$ cat src/rtl/arb83_ctrl_if.sv
// Request/grant bundle between requesters and the arb83_ctrl arbiter.
// The master side drives requests and control; the slave (arbiter) side returns the grant.
interface arb83_ctrl_if;
    logic       ena;
    logic       mode;
    logic [7:0] req;
    logic       done;
    logic [7:0] gnt;
    logic [2:0] gnt_id;
    logic       gnt_valid;
    logic       timeout;

    modport master (
        output ena, mode, req, done,
        input  gnt, gnt_id, gnt_valid, timeout
    );

    modport slave (
        input  ena, mode, req, done,
        output gnt, gnt_id, gnt_valid, timeout
    );
endinterface

$ cat src/rtl/arb83_ctrl.sv
// Eight-requester arbiter with fixed or rotating priority.
// A grant is held until done, withdrawal, disable or hold timeout.
module arb83_ctrl #(
    parameter int TIMEOUT = 16
) (
    input  logic          clk,
    input  logic          rst_n,
    arb83_ctrl_if.slave   bus
);

    typedef enum logic {
        IDLE,
        GRANT
    } state_t;

    localparam bit         TO_EN   = (TIMEOUT != 0);
    localparam logic [7:0] TO_LAST = 8'(TIMEOUT - 1);

    state_t     state, state_nxt;
    logic [2:0] ptr, ptr_nxt;
    logic [2:0] owner, owner_nxt;
    logic [7:0] cnt, cnt_nxt;
    logic [7:0] gnt_q, gnt_nxt;
    logic [2:0] gnt_id_q, gnt_id_nxt;
    logic       gnt_valid_q, gnt_valid_nxt;
    logic       timeout_q, timeout_nxt;

    logic [7:0] req_rot;
    logic [2:0] fixed_w;
    logic [2:0] rr_w;
    logic [2:0] win;
    logic       owner_gone;
    logic       to_hit;
    logic       release_now;

    // Shared 8-to-3 priority encoder: index of the highest set bit, 0 if none.
    function automatic logic [2:0] pe8to3(input logic [7:0] v);
        logic [2:0] idx;
        idx = 3'd0;
        for (int i = 0; i < 8; i++) begin
            if (v[i]) idx = 3'(i);
        end
        return idx;
    endfunction

    // Rotate requests so that ptr lands on bit 7; the encoder then yields the
    // first requester in descending order starting at ptr.
    always_comb begin
        req_rot = '0;
        for (int k = 0; k < 8; k++) begin
            req_rot[k] = bus.req[3'(k) + ptr + 3'd1];
        end
    end

    assign fixed_w     = pe8to3(bus.req);
    assign rr_w        = pe8to3(req_rot) + ptr + 3'd1;
    assign win         = bus.mode ? rr_w : fixed_w;
    assign owner_gone  = !bus.req[owner];
    assign to_hit      = TO_EN && (cnt == TO_LAST);
    assign release_now = bus.done || owner_gone || !bus.ena || to_hit;

    always_ff @(posedge clk or negedge rst_n) begin
        if (!rst_n) begin
            state       <= IDLE;
            ptr         <= 3'd7;
            owner       <= 3'd0;
            cnt         <= 8'd0;
            gnt_q       <= 8'd0;
            gnt_id_q    <= 3'd0;
            gnt_valid_q <= 1'b0;
            timeout_q   <= 1'b0;
        end else begin
            state       <= state_nxt;
            ptr         <= ptr_nxt;
            owner       <= owner_nxt;
            cnt         <= cnt_nxt;
            gnt_q       <= gnt_nxt;
            gnt_id_q    <= gnt_id_nxt;
            gnt_valid_q <= gnt_valid_nxt;
            timeout_q   <= timeout_nxt;
        end
    end

    // Timeout pulses only when the hold limit is the sole reason for release.
    always_comb begin
        state_nxt     = state;
        ptr_nxt       = ptr;
        owner_nxt     = owner;
        cnt_nxt       = cnt;
        gnt_nxt       = gnt_q;
        gnt_id_nxt    = gnt_id_q;
        gnt_valid_nxt = gnt_valid_q;
        timeout_nxt   = 1'b0;

        case (state)
            IDLE: begin
                gnt_nxt       = 8'd0;
                gnt_id_nxt    = 3'd0;
                gnt_valid_nxt = 1'b0;
                if (bus.ena && (bus.req != 8'd0)) begin
                    state_nxt     = GRANT;
                    owner_nxt     = win;
                    ptr_nxt       = win - 3'd1;
                    cnt_nxt       = 8'd0;
                    gnt_nxt       = 8'd1 << win;
                    gnt_id_nxt    = win;
                    gnt_valid_nxt = 1'b1;
                end
            end
            GRANT: begin
                if (release_now) begin
                    state_nxt     = IDLE;
                    gnt_nxt       = 8'd0;
                    gnt_id_nxt    = 3'd0;
                    gnt_valid_nxt = 1'b0;
                    timeout_nxt   = to_hit && !bus.done && !owner_gone && bus.ena;
                end else if (cnt != 8'hFF) begin
                    cnt_nxt = cnt + 8'd1;
                end
            end
            default: begin
                state_nxt = IDLE;
            end
        endcase
    end

    assign bus.gnt       = gnt_q;
    assign bus.gnt_id    = gnt_id_q;
    assign bus.gnt_valid = gnt_valid_q;
    assign bus.timeout   = timeout_q;

endmodule

$ cat src/flat_wrapper.sv
// flat-port wrapper written by rule: the top's interface ports become plain ports
module arb83_ctrl_flat 
#(
    parameter int TIMEOUT = 16
)
  (clk, rst_n, bus_ena, bus_mode, bus_req, bus_done, bus_gnt, bus_gnt_id, bus_gnt_valid, bus_timeout);
  arb83_ctrl_if bus_i ();
  input  logic clk;
  input  logic rst_n;
  input wire logic [$bits(bus_i.ena)-1:0] bus_ena;
  input wire logic [$bits(bus_i.mode)-1:0] bus_mode;
  input wire logic [$bits(bus_i.req)-1:0] bus_req;
  input wire logic [$bits(bus_i.done)-1:0] bus_done;
  output wire logic [$bits(bus_i.gnt)-1:0] bus_gnt;
  output wire logic [$bits(bus_i.gnt_id)-1:0] bus_gnt_id;
  output wire logic [$bits(bus_i.gnt_valid)-1:0] bus_gnt_valid;
  output wire logic [$bits(bus_i.timeout)-1:0] bus_timeout;
  assign bus_i.ena = bus_ena;
  assign bus_i.mode = bus_mode;
  assign bus_i.req = bus_req;
  assign bus_i.done = bus_done;
  assign bus_gnt = bus_i.gnt;
  assign bus_gnt_id = bus_i.gnt_id;
  assign bus_gnt_valid = bus_i.gnt_valid;
  assign bus_timeout = bus_i.timeout;
  arb83_ctrl #(.TIMEOUT(TIMEOUT)) u_core (.clk(clk), .rst_n(rst_n), .bus(bus_i));
endmodule
$ cat config.mk
export PLATFORM = sky130hd
export DESIGN_NAME = arb83_ctrl_flat
export DESIGN_NICKNAME = d
export VERILOG_FILES = /design/src/rtl/arb83_ctrl_if.sv /design/src/rtl/arb83_ctrl.sv /design/src/flat_wrapper.sv
export SDC_FILE = /design/constraint.sdc
export NUM_CORES = 1
export LEC_CHECK = 0
export ABC_CLOCK_PERIOD_IN_PS = 11000
export BUFFER_PORTS_ARGS = -buffer_cell sky130_fd_sc_hd__buf_2
export CAP_MARGIN = 10
export CORE_AREA = 10 10 100 102
export DETAILED_ROUTE_END_ITERATION = 12
export DIE_AREA = 0 0 110 112
export PLACE_DENSITY_LB_ADDON = 0.3
export REMOVE_ABC_BUFFERS = 1
export SYNTH_ARGS = -nofsm -noshare
export SYNTH_HDL_FRONTEND = slang
export SYNTH_SLANG_ARGS = --single-unit
$ cat constraint.sdc
create_clock -name clk -period 11 [get_ports clk]
set_input_delay 1.1 -clock clk [delete_from_list [all_inputs] [get_ports clk]]
set_output_delay 1.1 -clock clk [all_outputs]
set_load 0.005 [all_outputs]
==> impl_metrics.toml, run 1 <==
[status]
outcome = "complete, no violations"

[flow_run]
max_cap_viol_count = 0

[clocking]
clock_path_buffers = 2
holdBufCountCts = 0
cts_resized = 0
clock_latency_ns = 0.27
path_clk_slew_ns = 0.10
clkSinkCount = 28
numCtsBuffers = 3
cts_tree = "done"
ctsHtreeMaxLevel = 1
cts_root_buf = "clkbuf_8"
post_cts_buffers = 0

[sta]
fmax_ghz = 0.2343
setup_viol = 0
setup_tns_ns = 0
rsz0062_at_grt = "no"
slew_headroom_pct = 42.39
hold_violations = 0
fin_worst_skew_ns = 0.002894
tightest_slew_ns = 0.8642
period_needed_ns = 4.267
period_share_pct = 38.79
slew_viol_final = 0

[die]
dieArea_mm2 = 0.01232
initial_utilization_pct = 24.26
chipHeight_um = 112
ioPinCount = 26
die_width_um = 110
coreArea_mm2 = 0.008051
num_rows = 33

[yosys]
synth_edf_count = 0
synth_cells = 185
ys_seq_area_share_pct = 36.07
ys_ff_latch = 28
synthFlopType = "dfrtp_1"
syn_area_per_cell_um2 = 10.56
synth_warnings = 0
syn-cell-area_mm2 = 0.001953
yosysUniqueCellTypes = 51
synthArstFlopShare_pct = 100.0

[finish]
antennaDiodeCount = 0
fin_area_mm2 = 0.002203
drive_above_1_share_pct = 24.14
fillers = 877
fin_nets = 224
layout_common_cells = "buf_2, dfrtp_1, nand2_1"
syn_to_final_growth_pct = 12.81
utilization_pct = 27.37

[placement]
place_hpwl_um = 3546
post_dp_cell_area_mm2 = 0.002158
port_buffers = 25
gp_congestion = 0.7823

[global_routing]
grt_pass1_wl_um = 7983
grt_pass1_vias = 1535
track_usage_pct = 7.843
grt_max_degree = 29
grt_overflow = 0
antenna_found_initial = 0

[detailed_routing]
route.vias.total = 1524
dr.first_iter.drc_count = 60
vias_per_cell = 4.948
ant_nets = 0
drt-pass1-iter-count = 4
wl_um = 4808
drc = 0
wire_per_inst_um = 15.61

[worst_setup_path]
end_kind = "register"
required_ns = 11.21
path_buf_inv = 1
crit_path_cell_trace = "inv_1 > ha_1 > mux2i_1 > mux2_2 > mux2_2 > a21bo_2 > a21oi_1 > o22a_1 > ha_1 > fa_1 > nand2_1 > o41a_1 > nor2_1 > xnor3_1 > a311o_1"
slowest_delay_ns = 0.71
worstSetupPathType = "register to register"
cp.arrival_ns = 4.47
cp_slowest_cell = "dfstp_2"
path_delay_family = "compound AO/OA/AOI/OAI gates"
ff2ff_setup_slack_ns = 6.73
start_kind = "register"
cp_max_fo = 11

[power]
leakagePower_nw = 0.9877
clkPwrFrac_pct = 10.2
irDropWorstVdd_mv = 0.08696
p_sw_share_pct = 41.03
seqPwrFrac_pct = 29.3
power.internal_mw = 0.3371
p_switching_mw = 0.2345
p_comb_share_pct = 60.5
powerDensity_mw_per_mm2 = 259.4

[min_path]
hold_path.class = "register to register"
worst register-to-register path, delay by kind of cell, from the launching register on:
kind / cells / cell delay [ns]
simple gates: 2 / 0.17
flops: 1 / 0.71
buf+inv: 1 / 0.21
fa+ha+maj: 3 / 1.08
compound gates: 5 / 1.10
xor+xnor: 1 / 0.20
mux: 3 / 0.74
synth_stat cells, drive strengths merged, types with 2 or more instances:
master	n	share of area, %
o21ai	11	2.8
a32o	3	1.7
nand2	24	4.6
or4	5	1.9
nand3	3	0.77
or3	2	0.90
o31ai	4	1.5
mux2i	11	5.6
or2	3	0.96
mux4	9	11
dfrtp	25	32
mux2	4	2.3
clkbuf	8	1.5
a21o	2	0.77
nor2b	2	0.64
dfstp	3	4.0
nor4	3	1.7
nand2b	3	1.3
ha	6	3.8
nor2	11	2.1
nor4b	2	0.90
nand4	2	0.64
inv	5	0.96
nor3	2	0.51
buf	3	1.1
xnor2	3	1.3
a21oi	8	2.1
path summary, 6_finish.rpt:
path / cells past startpoint / from / to
max in group asynchronous: 1 / rst_n / u_core.bus.gnt[2]
max reg2reg: 15 / u_core.ptr[0] / u_core.ptr[2]
min: 1 / u_core.bus.gnt_id[0] / u_core.bus.gnt_id[0]
min reg2reg: 1 / u_core.bus.gnt_id[0] / u_core.bus.gnt_id[0]
max: 15 / u_core.ptr[0] / u_core.ptr[2]
min in group asynchronous: 1 / rst_n / u_core.cnt[7]
through the flow:
step	setup WS, ns	hold slack [ns]	total power [mW]	instances
after floorplan	7.087	0.4673	0.4357	174
after global placement	6.754	0.4573	0.5154	304
after detailed placement	6.720	0.4605	0.5178	304
after CTS	6.731	0.4910	0.5798	308
after global routing	6.480	0.5113	0.6202	308
final	6.733	0.4848	0.5715	308
flip-flops by register name (all words and copies together) (netlist names):
register              cells
u_core.bus.gnt_valid      1
u_core.cnt                8
u_core.bus.timeout        1
u_core.owner              3
u_core.ptr                3
u_core.bus.gnt_id         3
u_core.bus.gnt            8
u_core.state              1
layout make-up:
| type | count | area (um^2) | area share, % |
|---|---|---|---|
| Clock buffer | 4 | 45.04 | 2.044 |
| Inverter | 5 | 18.77 | 0.8518 |
| Multi-Input combinational cell | 141 | 1179 | 53.49 |
| Sequential cell | 28 | 704.4 | 31.97 |
| Tap cell | 105 | 131.4 | 5.963 |
| Timing Repair Buffer | 25 | 125.1 | 5.679 |
cell families after synthesis:
family | Yosys count | synth area share, %
multiplexers | 24 | 19.28
flip-flops | 28 | 36.07
XOR/XNOR | 5 | 2.947
adder cells (fa/ha/maj) | 7 | 4.869
AO/OA/AOI/OAI | 40 | 15.05
buffers and inverters | 16 | 3.588
AND/OR/NAND/NOR | 65 | 18.19
power groups by stage:
stage | clock (mW) | sequential [mW] | combinational [mW]
final | 0.0582 | 0.167 | 0.346
after global routing | 0.0642 | 0.173 | 0.383
after CTS | 0.0612 | 0.168 | 0.351
after detailed placement | 0 | 0.170 | 0.348
after global placement | 0 | 0.169 | 0.346
after floorplan | 0 | 0.163 | 0.273
metal layers:
metal | global-route usage, % | routed length [um]
met1 | 11.42 | 2485
met2 | 11.35 | 2102
met3 | 1.384 | 179
met4 | 2.344 | 40
met5 | 0 | 0
Power figures use the tool's default switching activity.
==> inputs of run 2 (changes only) <==
Settings changed: ABC_CLOCK_PERIOD_IN_PS 11000 to 4250.
Clock period 11 ns to 4.25 ns, I/O delays scaled along.
==> impl_metrics.toml, run 2 (same netlist as run 1, synthesis figures left out) <==
[status]
outcome = "complete, no violations"

[finish]
drive_above_1_share_pct = 25.85
syn_to_final_growth_pct = 14.22
fin_area_mm2 = 0.002231
antennaDiodeCount = 0
fin_nets = 226
layout_common_cells = "buf_2, dfrtp_1, nand2_1"

[clocking]
holdBufCountCts = 0
clock_path_buffers = 2
numCtsBuffers = 3
post_cts_buffers = 0
path_clk_slew_ns = 0.10
clkSinkCount = 28
ctsHtreeMaxLevel = 1
cts_tree = "done"
clock_latency_ns = 0.27
cts_root_buf = "clkbuf_8"

[detailed_routing]
drc = 0
vias_per_cell = 4.923
drt-pass1-iter-count = 4
dr.first_iter.drc_count = 70
route.vias.total = 1526
wl_um = 4686
ant_nets = 0
wire_per_inst_um = 15.12

[die]
num_rows = 33
ioPinCount = 26
initial_utilization_pct = 24.26
die_width_um = 110
coreArea_mm2 = 0.008051
dieArea_mm2 = 0.01232
chipHeight_um = 112

[sta]
setup_viol = 0
tightest_slew_ns = 0.8076
rsz0062_at_grt = "no"
setup_tns_ns = 0
period_share_pct = 94.13
slew_viol_final = 0
fmax_ghz = 0.2500
slew_headroom_pct = 46.16
hold_violations = 0
fin_worst_skew_ns = 0.004756
period_needed_ns = 4.001

[worst_setup_path]
cp_slowest_cell = "dfstp_2"
cp.arrival_ns = 4.21
path_buf_inv = 1
end_kind = "register"
cpMostUsedCell = "mux2_2"
crit_path_cell_trace = "inv_1 > ha_2 > mux2i_1 > mux2_2 > mux2_2 > a21bo_2 > a21oi_1 > o22a_1 > ha_1 > fa_1 > nand2_1 > o41a_1 > o21ai_0 > nor4b_1 > a311o_1"
slowest_delay_ns = 0.64
cp_max_fo = 8
start_kind = "register"
path_delay_family = "compound AO/OA/AOI/OAI gates"
worstSetupPathType = "register to register"
required_ns = 4.46

[global_routing]
track_usage_pct = 7.729
grt_max_degree = 29
grt_pass1_wl_um = 7893
grt_overflow = 0
antenna_found_initial = 0
grt_pass1_vias = 1535

[placement]
port_buffers = 25
post_dp_cell_area_mm2 = 0.002173
place_hpwl_um = 3503
gp_congestion = 0.7697

[power]
finalPower_mw = 1.496
powerDensity_mw_per_mm2 = 670.5
leakagePower_nw = 1.002
irDropWorstVdd_mv = 0.1860

[flow_run]
max_cap_viol_count = 0

[min_path]
hold_path.class = "primary input to async pin"
[run 2: changes by cell type in the layout (fill, tap and decap cells not counted)]
cell,delta
clkbuf_8,+1
clkbuf_1,-1
ha_1,-1
ha_2,+1
buf_4,+2
[run 2: metal layers]
layer  share of wire (%)  vias up  routed length [um]  track usage [%]
li1                    -      742                   -                -
met1                  51      751                2396            10.99
met2                  43       29                2023            11.23
met3                 4.8        4                 224            1.788
met4                0.90        0                  42            2.257
met5                   0        -                   0                0
[run 2: stage by stage]
| step | util [%] | worst slack, ns | hold slack [ns] | cells |
|---|---|---|---|---|
| after floorplan | - | 0.3372 | 0.1294 | 174 |
| after global placement | 26.99 | 0.3063 | 0.4612 | 306 |
| after detailed placement | 26.99 | 0.2541 | 0.4707 | 306 |
| after CTS | 27.68 | 0.2164 | 0.1897 | 310 |
| after global routing | 27.71 | 0.04793 | 0.2054 | 310 |
| final | 27.71 | 0.2495 | 0.1716 | 310 |
[run 2: path summary, 6_finish.rpt]
kind	depth (start not counted)	slack [ns]	end	startpoint
setup reg to reg	15	0.25	u_core.ptr[2]	u_core.ptr[1]
min in group clk	2	0.35	u_core.bus.timeout	bus_done
hold / removal	1	0.17	u_core.cnt[3]	rst_n
setup / recovery	15	0.25	u_core.ptr[2]	u_core.ptr[1]
hold reg to reg	2	0.49	u_core.bus.gnt_id[1]	u_core.bus.gnt_id[1]
max in group asynchronous	1	3.65	u_core.bus.gnt_id[0]	rst_n
[run 2: power breakdown]
| part | switching [mW] | total (mW) | internal (mW) |
|---|---|---|---|
| clock network | 0.0844 | 0.167 | 0.0830 |
| registers | 0.0680 | 0.413 | 0.345 |
| logic | 0.446 | 0.916 | 0.469 |
| total | 0.599 | 1.50 | 0.897 |
[run 2: what timing repair did]
item                                   in CTS  in global routing
resized for setup                           0                  1
endpoints found under the hold margin       0                  0
setup endpoints to repair                   0                  1
[run 2: layout make-up]
| cell class | instances | area (um^2) |
|---|---|---|
| Fill cell | 872 | 5821 |
| Multi-Input combinational cell | 141 | 1181 |
| Sequential cell | 28 | 704.4 |
| Timing Repair Buffer | 27 | 140.1 |
| Tap cell | 105 | 131.4 |
| Clock buffer | 4 | 55.05 |
| Inverter | 5 | 18.77 |
[run 2: worst register-to-register path: stages, from the launching register on]
cell and delay (ns):
dfstp_2 0.64, inv_1 0.11, ha_2 0.42, mux2i_1 0.13, mux2_2 0.29, mux2_2 0.27
a21bo_2 0.19, a21oi_1 0.14, o22a_1 0.16, ha_1 0.17, fa_1 0.42, nand2_1 0.08
o41a_1 0.28, o21ai_0 0.12, nor4b_1 0.18, a311o_1 0.34
==> inputs of run 3 (changes only) <==
Settings changed: CORE_AREA 10 10 100 102 to 10 10 92 94, DIE_AREA 0 0 110 112 to 0 0 102 104.
==> impl_metrics.toml, run 3 (same netlist as run 1, synthesis figures left out) <==
[status]
outcome = "complete, no violations"

[finish]
syn_to_final_growth_pct = 13.71
antennaDiodeCount = 0
fin_nets = 227
fin_area_mm2 = 0.002221
layout_common_cells = "buf_2, dfrtp_1, nand2_1"
drive_above_1_share_pct = 25.73

[sta]
rsz0062_at_grt = "no"
slew_viol_final = 0
fmax_ghz = 0.2539
setup_tns_ns = 0
fin_worst_skew_ns = 0.003868
worst_slack_ns = 0.3110
slew_headroom_pct = 43.59
hold_violations = 0
tightest_slew_ns = 0.8462
period_share_pct = 92.68
period_needed_ns = 3.939
setup_viol = 0

[clocking]
path_clk_slew_ns = 0.10
ctsHtreeMaxLevel = 1
clock_latency_ns = 0.27
numCtsBuffers = 3
holdBufCountCts = 0
cts_tree = "done"
cts_root_buf = "clkbuf_8"
clock_path_buffers = 2
clkSinkCount = 28

[min_path]
hold_path.class = "primary input to async pin"

[worst_setup_path]
slowest_delay_ns = 0.63
worstSetupPathType = "register to register"
end_kind = "register"
cp_max_fo = 8
start_kind = "register"
required_ns = 4.46
cp_slowest_cell = "dfstp_2"
cp.arrival_ns = 4.15
ff2ff_setup_slack_ns = 0.31
crit_path_cell_trace = "inv_1 > ha_1 > mux2i_1 > mux2_2 > mux2_2 > a21bo_2 > a21oi_1 > o22a_1 > ha_1 > fa_1 > nand2_1 > o41a_1 > o21ai_0 > nor4b_1 > a311o_1"
reg2reg_from = "u_core.ptr[1]"
crit_start = "u_core.ptr[1]"

[power]
leakagePower_nw = 1.015
powerDensity_mw_per_mm2 = 699.7
irDropWorstVdd_mv = 0.2166

[detailed_routing]
wire_per_inst_um = 16.06
ant_nets = 0
drt-pass1-iter-count = 4
wl_um = 4592
route.vias.total = 1518
drc = 0
vias_per_cell = 5.308
dr.first_iter.drc_count = 66

[die]
dieArea_mm2 = 0.01061
chipHeight_um = 104
coreArea_mm2 = 0.006681
initial_utilization_pct = 29.23
die_width_um = 102
ioPinCount = 26
num_rows = 30

[placement]
gp_congestion = 0.7638
post_dp_cell_area_mm2 = 0.002142
place_hpwl_um = 3413
post-place-ws_ns = 0.2675
port_buffers = 25

[flow_run]
max_cap_viol_count = 0

[global_routing]
grt_overflow = 0
grt_max_degree = 29
grt_pass1_vias = 1542
grt_pass1_wl_um = 7921
track_usage_pct = 8.987
antenna_found_initial = 0
## run 3: worst max-delay path, delay by kind of cell (launching register included)
| family | cells | cell delay [ns] |
|---|---|---|
| buffers and inverters | 1 | 0.10 |
| DFF | 1 | 0.63 |
| AOI/OAI and AO/OA | 6 | 1.16 |
| and+or+nand+nor | 2 | 0.26 |
| adders and majority gates | 3 | 1.01 |
| muxes | 3 | 0.72 |
## run 3: timing repair
item / in CTS / in global routing
setup endpoints to repair: 0 / 1
buffers inserted: 0 / 1
resized for setup: 0 / 0
## run 3: per-layer routing
metal | global-route usage (%) | share of wire [%]
met5 | 0 | 0
met4 | 2.117 | 0.96
met3 | 2.060 | 5.2
met2 | 13.79 | 45
met1 | 12.34 | 48
## run 3: final cells by class
cell class,instances,area (um^2)
Tap cell,80,100.1
Clock inverter,1,30.03
Timing Repair Buffer,28,147.6
Multi-Input combinational cell,141,1179
Sequential cell,28,704.4
Clock buffer,3,41.29
Fill cell,677,4461
Inverter,5,18.77
## run 3: worst paths after layout
kind	depth (start not counted)	end
worst max-delay path	15	u_core.ptr[2]
min in group clk	2	u_core.bus.timeout
worst min-delay path	1	u_core.bus.gnt[7]
worst min register to register	2	u_core.bus.gnt_id[1]
max in group asynchronous	1	u_core.bus.timeout
worst max register to register	15	u_core.ptr[2]
## run 3: per-stage QoR
step | utilization [%] | power (mW) | hold WS, ns | instances
6_report | 33.24 | 1.554 | 0.1581 | 286
5_1_grt | 33.24 | 1.695 | 0.1934 | 286
4_1_cts | 33.13 | 1.563 | 0.1831 | 285
3_5_place_dp | 32.06 | 1.342 | 0.4622 | 281
3_3_place_gp | 32.06 | 1.339 | 0.4555 | 281
2_1_floorplan | - | 1.128 | 0.1294 | 174
## run 3: power by group
| part | switching [mW] | leakage [nW] | internal, mW |
|---|---|---|---|
| sequential | 0.0674 | 0.366 | 0.345 |
| combinational | 0.453 | 0.613 | 0.481 |
| clock | 0.0817 | 0.0357 | 0.126 |
